--- src/rtl/fetch_redirect_unit.sv ---
// Fetch front end: single-outstanding imem requests, decode handshake,
// and EX-stage branch redirect with flush and stale-response drain.
module fetch_redirect_unit #(
    parameter logic [31:0] RESET_PC = 32'h0000_0000
) (
    input  logic        clk,
    input  logic        rst,
    input  logic        fe_in_ex_valid,
    input  logic        fe_in_branch_en,
    input  logic [31:0] fe_in_branch_target,
    output logic        imem_out_req,
    output logic [31:0] imem_out_addr,
    input  logic        imem_in_ack,
    input  logic        imem_in_rvalid,
    input  logic [31:0] imem_in_rdata,
    output logic        if_out_valid,
    output logic [31:0] if_out_instr,
    output logic [31:0] if_out_pc,
    input  logic        if_in_ready,
    output logic        fe_out_flush
);

    typedef enum logic [1:0] {
        S_REQ,
        S_WAIT,
        S_HOLD,
        S_DRAIN
    } state_e;

    state_e      state_q, state_d;
    logic [31:0] pc_q, pc_d;
    logic [31:0] instr_q, instr_d;
    logic [31:0] opc_q, opc_d;
    logic        redirect;

    // Redirect is masked while reset is held so no flush escapes during reset.
    assign redirect = ~rst & fe_in_ex_valid & fe_in_branch_en;

    always_comb begin
        state_d = state_q;
        pc_d    = pc_q;
        instr_d = instr_q;
        opc_d   = opc_q;
        if (redirect) begin
            pc_d = {fe_in_branch_target[31:2], 2'b00};
        end
        unique case (state_q)
            S_REQ: begin
                if (imem_in_ack) begin
                    state_d = redirect ? S_DRAIN : S_WAIT;
                end
            end
            S_WAIT: begin
                if (imem_in_rvalid) begin
                    state_d = redirect ? S_REQ : S_HOLD;
                    if (!redirect) begin
                        instr_d = imem_in_rdata;
                        opc_d   = pc_q;
                        pc_d    = pc_q + 32'd4;
                    end
                end else if (redirect) begin
                    state_d = S_DRAIN;
                end
            end
            S_HOLD: begin
                if (redirect || if_in_ready) begin
                    state_d = S_REQ;
                end
            end
            S_DRAIN: begin
                if (imem_in_rvalid) begin
                    state_d = S_REQ;
                end
            end
            default: state_d = S_REQ;
        endcase
    end

    always_ff @(posedge clk) begin
        if (rst) begin
            state_q <= S_REQ;
            pc_q    <= RESET_PC;
            instr_q <= 32'h0;
            opc_q   <= 32'h0;
        end else begin
            state_q <= state_d;
            pc_q    <= pc_d;
            instr_q <= instr_d;
            opc_q   <= opc_d;
        end
    end

    assign imem_out_req  = ~rst & (state_q == S_REQ);
    assign imem_out_addr = pc_q;
    assign if_out_valid  = ~rst & (state_q == S_HOLD) & ~redirect;
    assign if_out_instr  = instr_q;
    assign if_out_pc     = opc_q;
    assign fe_out_flush  = redirect;

endmodule

--- config.mk ---
export PLATFORM = sky130hd
export DESIGN_NAME = fetch_redirect_unit
export DESIGN_NICKNAME = d
export VERILOG_FILES = /design/src/rtl/fetch_redirect_unit.sv
export SDC_FILE = /design/constraint.sdc
export NUM_CORES = 1
export LEC_CHECK = 0
export BUFFER_PORTS_ARGS = -buffer_cell sky130_fd_sc_hd__clkbuf_2
export CAP_MARGIN = 40
export CORE_ASPECT_RATIO = 2
export CORE_UTILIZATION = 52
export CTS_CLUSTER_SIZE = 8
export DETAILED_ROUTE_END_ITERATION = 10
export PLACE_DENSITY = 0.85
export SLEW_MARGIN = 20
export SYNTH_ARGS = -nofsm -noshare
export SYNTH_HDL_FRONTEND = slang
export SYNTH_SLANG_ARGS = --single-unit
--- constraint.sdc ---
create_clock -name clk -period 3.4 [get_ports clk]
set_input_delay 0.68 -clock clk [delete_from_list [all_inputs] [get_ports clk]]
set_output_delay 0.68 -clock clk [all_outputs]
set_load 0.01 [all_outputs]
==> impl_metrics.tcl, run 1 <==
set metrics [dict create \
    tightestPinTransition_ns 0.620 \
    grt_pass1_wl_mm 17.3 \
    synthCells 507 \
    syn_nets 579 \
    synth_compound_area_frac 0.184 \
    synth_edf_count 0 \
    critPathCaptureType "register" \
    synth_xor_area_frac 0.0211 \
    via_per_inst 5.73 \
    holdCritPathClass "reg2reg" \
    grt_usage 0.264 \
    drc_errors 0 \
    r2r-start "imem_out_addr[5]" \
    ys_async_sr_fraction 0 \
    swShare 0.252 \
    combinationalPowerShare 0.099 \
    fp.dieArea_um2 8380 \
    ir_drop_mv 0.267 \
    synthAdderAreaFrac 0.00301 \
    synth-main-ff-cell "dfxtp_1" \
    antenna_found_initial 0 \
    gp_congestion 0.891 \
    syn_to_final_growth_pct 26.3 \
    grt_max_degree 58 \
    crit_start "imem_out_addr[5]" \
    crit_buf_inv 0 \
    slowest_stage "or4_1" \
    clkSinkCount 98 \
    power_frac_seq 0.502 \
    nets 722 \
    drtPass1Iterations 7 \
    vias 4285 \
    numCtsBuffers 9 \
    maxCapViolCount 0 \
    postCtsSetupBuffers 0 \
    wirelength_mm 11.2 \
    critical_path_class "reg2reg" \
    hold_viol 0 \
    setup_viol 0 \
    required_ns 3.66 \
    cp.arrival_ns 2.69 \
    dpl.hpwl_mm 7.98 \
    fin_crit_ns 2.42 \
    tns_ns 0 \
    antenna-diode-count 0 \
    drtAntennaViolNets 0 \
    p_switching_mw 0.630 \
    start_util 0.543 \
    clkPwrFrac 0.399 \
    internal_power_mw 1.87 \
    synthSimpleGateAreaFrac 0.242 \
    syn_avg_cell_area_um2 8.20 \
    synth-seq-cells 98 \
    fillers 646 \
    row_count 45 \
    min_period_over_period 0.713 \
    htree_num_levels 3 \
    root_buffer "clkbuf_16" \
    cp_cell_sequence "and3_1 -> nand4_1 -> or4_1 -> a31oi_1" \
    start_kind "register" \
    status "finished, final reports clean" \
    synthesis.area_um2 4160 \
    p_leak_nw 2.14 \
    rrSetupSlack_ns 0.98 \
    die_y_um 128 \
    io_buffers 167 \
    path_max_fanout 18 \
    cts_tree "done" \
    total_power_mw 2.50 \
    ff_latch_area_um2 1960 \
    maxSlewHeadroom 0.585 \
    post_drt_wl_per_cell_um 15.0 \
    hold_buffers 0 \
    drive_above_1_share 0.301 \
    clk_pin_slew_worst_paths_ns 0.07 \
    multi_input_area_um2 1990 \
    gr-total-overflow 0 \
    seq_area_frac_synth 0.472 \
    ys_warn_count 0 \
    max_stage_delay_ns 0.70 \
    clock_latency_ns 0.34 \
    clock.fmax_ghz 0.413 \
    synthMuxAreaShare 0.0217 \
    grt_pass1_vias 3781 \
    io-pin-count 170 \
    first_iter_violations 278 \
    final_cell_mix "clkbuf_2 (167), nand2_1 (121), dfxtp_1 (98)" \
    fin_skew_ns 0.00461 \
    layout_commonest_cell "clkbuf_2" \
    crit_family "simple AND/OR/NAND/NOR gates" \
    drv_slew 0 \
    synthDistinctLibCells 40 \
    core_area_um2 7660 \
    rsz0062_at_grt "no" \
    synth_top_family_by_area "simple AND/OR/NAND/NOR gates" \
    ctsLongestPathBuffers 2 \
    hp-start "if_out_pc[19]" \
    power.density_nw_per_um2 475 \
    cts_resized 0 \
    die-width_um 65.2 \
]
[state kept, by name, indices dropped and copies added (netlist names)]
signal and cells:
if_out_pc 32, imem_out_addr 32, state_q 2, if_out_instr 32
[routing by layer]
layer | share of wire | wire length (um) | up-vias | global-route usage
met5 | 0 | 0 | - | 0
met4 | 0.041 | 463 | 0 | 0.185
met3 | 0.064 | 714 | 39 | 0.0452
met2 | 0.52 | 5830 | 214 | 0.443
met1 | 0.38 | 4210 | 1955 | 0.295
li1 | - | - | 2077 | -
[through the flow]
stage / cells / setup WS [ns] / hold WS, ns / instance area [um^2] / utilization
floorplan: 507 / 1.31 / 0.481 / 4160 / -
finish: 748 / 0.977 / 0.452 / 5250 / 0.686
detailed placement: 733 / 0.885 / 0.446 / 4960 / 0.648
global route: 748 / 0.775 / 0.468 / 5250 / 0.686
CTS: 748 / 0.994 / 0.455 / 5250 / 0.686
global placement: 733 / 0.901 / 0.442 / 4960 / 0.648
[kinds of logic (layout without fill, tap and decap cells)]
group	after synthesis	in the layout
AND/OR/NAND/NOR	208	208
AO/OA/AOI/OAI	136	136
flip-flops	98	98
buffers and inverters	45	192
XOR/XNOR	10	10
multiplexers	9	9
adder cells (fa/ha/maj)	1	1
[cell usage after synthesis (5+ instances only)]
| master | n | area share |
|---|---|---|
| a211oi_1 | 7 | 0.013 |
| a21oi_1 | 64 | 0.077 |
| a31oi_1 | 17 | 0.026 |
| and3_1 | 6 | 0.0090 |
| buf_2 | 6 | 0.0072 |
| clkbuf_1 | 23 | 0.021 |
| dfxtp_1 | 98 | 0.47 |
| inv_1 | 5 | 0.0045 |
| mux2i_1 | 9 | 0.022 |
| nand2_1 | 122 | 0.11 |
| nand3_1 | 10 | 0.012 |
| nand4_1 | 13 | 0.020 |
| nor2_1 | 16 | 0.014 |
| o21ai_0 | 30 | 0.036 |
| o31ai_1 | 15 | 0.027 |
| or4_1 | 16 | 0.029 |
| xor2_1 | 8 | 0.017 |
[layout make-up]
class / instances / area share
clock inverters: 6 / 0.0129
well taps: 94 / 0.0224
clock buffers: 9 / 0.0429
repair buffers: 172 / 0.166
inverters: 5 / 0.00357
multi-input cells: 364 / 0.379
flip-flops and latches: 98 / 0.373
[worst paths after layout]
check	to	cells past startpoint
setup / recovery	imem_out_addr[27]	4
hold / removal	if_out_pc[19]	2
setup reg to reg	imem_out_addr[27]	4
hold reg to reg	if_out_pc[19]	2
[power groups by stage]
stage,Clock (mW),Combinational [mW],Sequential (mW)
3_5_place_dp,0,0.248,1.28
4_1_cts,1.01,0.249,1.25
3_3_place_gp,0,0.240,1.27
5_1_grt,1.05,0.274,1.26
6_report,0.996,0.248,1.25
2_1_floorplan,0,0.127,1.28
[worst min-delay path, cell delays in order (launching register included)]
cell	delay, ns
dfxtp_1	0.31
nand2_1	0.05
a21oi_1	0.05
(Power assumes the default switching activity.)
==> run 2, diff against run 1 <==
--- a/config.mk
+++ b/config.mk
@@ -5,13 +5,14 @@
 export SDC_FILE = /design/constraint.sdc
 export NUM_CORES = 1
 export LEC_CHECK = 0
+export ABC_AREA = 1
 export BUFFER_PORTS_ARGS = -buffer_cell sky130_fd_sc_hd__clkbuf_2
 export CAP_MARGIN = 40
 export CORE_ASPECT_RATIO = 2
-export CORE_UTILIZATION = 52
+export CORE_UTILIZATION = 44
 export CTS_CLUSTER_SIZE = 8
 export DETAILED_ROUTE_END_ITERATION = 10
-export PLACE_DENSITY = 0.85
+export PLACE_DENSITY = 0.76
 export SLEW_MARGIN = 20
 export SYNTH_ARGS = -nofsm -noshare
 export SYNTH_HDL_FRONTEND = slang
==> constraint.sdc (replaced) <==
create_clock -name clk -period 2 [get_ports clk]
set_input_delay 0.4 -clock clk [delete_from_list [all_inputs] [get_ports clk]]
set_output_delay 0.4 -clock clk [all_outputs]
set_load 0.01 [all_outputs]
==> run 2 against run 1 <==
Net effect:
- register-to-register slack got worse by 0.73 ns
- utilization decreased by 10 points
- non-clock buffer count increased by 9
- flip-flop and latch count unchanged
- clock skew increased by 0.0021 ns
- design area increased by 7.9%
- first-iteration DRC count decreased by 25%
- hold slack got worse by 0.20 ns
==> impl_metrics.tcl, run 2 <==
set metrics [dict create \
    antenna_found_initial 0 \
    start_util 0.451 \
    io_buffers 167 \
    syn_avg_cell_area_um2 7.22 \
    vias 4575 \
    rrSetupSlack_ns 0.25 \
    synthCells 605 \
    power.density_nw_per_um2 932 \
    grt_pass1_wl_mm 19.7 \
    drc_errors 0 \
    cp.arrival_ns 1.36 \
    drive_above_1_share 0.295 \
    yosys.area.top_type "dfxtp_1" \
    start_kind "register" \
    root_buffer "clkbuf_16" \
    gp_congestion 0.912 \
    postCtsSetupBuffers 0 \
    layout_commonest_cell "clkbuf_2" \
    post-route-util 0.584 \
    r2r-start "imem_out_addr[2]" \
    grt_max_degree 71 \
    post-synth-top-count-cell "nand2_1" \
    maxSlewHeadroom 0.627 \
    seq_area_frac_synth 0.449 \
    critical_path_class "reg2out" \
    fp.dieArea_um2 10400 \
    row_count 51 \
    synth.top_cells.by_count "nand2_1 (116), nor2_1 (115), dfxtp_1 (98), o21ai_0 (61), inv_1 (52)" \
    nets 840 \
    synth-seq-cells 98 \
    via_per_inst 5.06 \
    dpl.hpwl_mm 9.82 \
    grt_usage 0.249 \
    path_max_fanout 3 \
    numCtsBuffers 9 \
    hold_buffers 0 \
    required_ns 1.60 \
    ir_drop_mv 0.481 \
    cts_resized 0 \
    die_y_um 143 \
    p_leak_nw 2.82 \
    clock.fmax_ghz 0.567 \
    htree_num_levels 3 \
    post_drt_wl_per_cell_um 14.2 \
    ys_async_sr_fraction 0 \
    r2r_end "imem_out_addr[28]" \
    setup_viol 0 \
    status "finished, final reports clean" \
    fin_crit_ns 1.76 \
    ys_top_cells_by_area "dfxtp_1 (45%), nand2_1 (10%), nor2_1 (9.9%)" \
    tns_ns 0 \
    drtPass1Iterations 8 \
    yosys.area.top_type_share 0.449 \
    grt_pass1_vias 4319 \
    wirelength_mm 12.8 \
    cts_tree "done" \
    syn_nets 677 \
    final_cell_mix "clkbuf_2 (167), nand2_1 (116), nor2_1 (115)" \
    synthDistinctLibCells 40 \
    synth_edf_count 0 \
    ctsLongestPathBuffers 2 \
    drtAntennaViolNets 0 \
    tightestPinTransition_ns 0.560 \
    synth-main-ff-cell "dfxtp_1" \
    rsz0062_at_grt "no" \
    first_iter_violations 208 \
    critPathCaptureType "output port" \
    clk_pin_slew_worst_paths_ns 0.06 \
    gr-total-overflow 0 \
    min_period_over_period 0.881 \
    clock_latency_ns 0.35 \
    core_area_um2 9700 \
    die-width_um 72.5 \
    crit_start "state_q[1]" \
    clkSinkCount 98 \
    antenna-diode-count 0 \
    worstRegToRegCells 10 \
    hold_viol 0 \
    synthesis.area_um2 4370 \
    ys_warn_count 0 \
    fin_skew_ns 0.00668 \
    maxCapViolCount 0 \
    io-pin-count 170 \
    syn_to_final_growth_pct 29.7 \
    drv_slew 0 \
    endpoint "if_out_valid" \
    holdCritPathClass "in2reg" \
]
[run 2: cell count changes after synthesis, sizes merged, moves of 8 or more]
cell / before / now
a22oi: 0 / 8
a31oi: 17 / 0
inv: 5 / 57
or4: 16 / 0
nor2: 16 / 124
o21ai: 30 / 68
mux2i: 9 / 0
nand3: 10 / 31
clkbuf: 25 / 9
a21oi: 64 / 28
o31ai: 15 / 3
[run 2: logic make-up (layout without fill, tap and decap cells)]
family,count (synthesis),in the layout,share of synthesized area
compound gates,119,119,0.157
xor+xnor,1,1,0.00200
fa+ha+maj,1,1,0.00286
buf+inv,87,255,0.0879
flops,98,98,0.449
simple gates,299,299,0.301
[run 2: layout make-up]
type | count | area, um^2
fillers | 940 | 4030
multi-input cells | 420 | 2020
flip-flops and latches | 98 | 1960
repair buffers | 181 | 966
clock buffers | 10 | 239
inverters | 58 | 221
well taps | 132 | 165
clock inverters | 6 | 90.1
[run 2: worst min-delay path by stage]
| stage | startpoint | endpoint | slack [ns] | cells past startpoint |
|---|---|---|---|---|
| after global routing | fe_in_branch_target[13] | imem_out_addr[13] | 0.26 | 3 |
| after detailed placement | if_out_pc[2] | if_out_pc[2] | 0.46 | 2 |
| final | fe_in_branch_target[15] | imem_out_addr[15] | 0.25 | 3 |
| after global placement | imem_out_addr[0] | imem_out_addr[0] | 0.44 | 2 |
| after floorplan | imem_out_addr[0] | imem_out_addr[0] | 0.47 | 2 |
| after CTS | fe_in_branch_target[15] | imem_out_addr[15] | 0.25 | 3 |
[run 2: critical path: stages (launching register included)]
cell,delay [ns]
dfxtp_1,0.37
inv_1,0.10
or2_2,0.29
nor2_1,0.11
clkbuf_2,0.14
[run 2: layer usage]
metal  vias up  share of wire  track usage
met1      2087           0.36        0.241
met4         0          0.043        0.146
li1       2284              -            -
met2       164           0.56        0.480
met3        40          0.043       0.0360
met5         -              0            0
[run 2: stage by stage]
stage	total power, mW	setup slack (ns)	instances	hold slack [ns]	cell area, um^2
floorplan	3.02	0.441	605	0.475	4370
global placement	3.41	0.294	889	0.443	5340
detailed placement	3.46	0.253	889	0.457	5340
CTS	5.33	0.235	905	0.246	5670
global route	5.56	0.105	905	0.262	5670
finish	5.28	0.238	905	0.254	5670
[run 2: report_power, final]
| part | internal (mW) | leakage [nW] | switching, mW |
|---|---|---|---|
| clock | 1.13 | 0.159 | 0.741 |
| sequential | 2.17 | 0.799 | 0.157 |
| combinational | 0.426 | 1.86 | 0.654 |
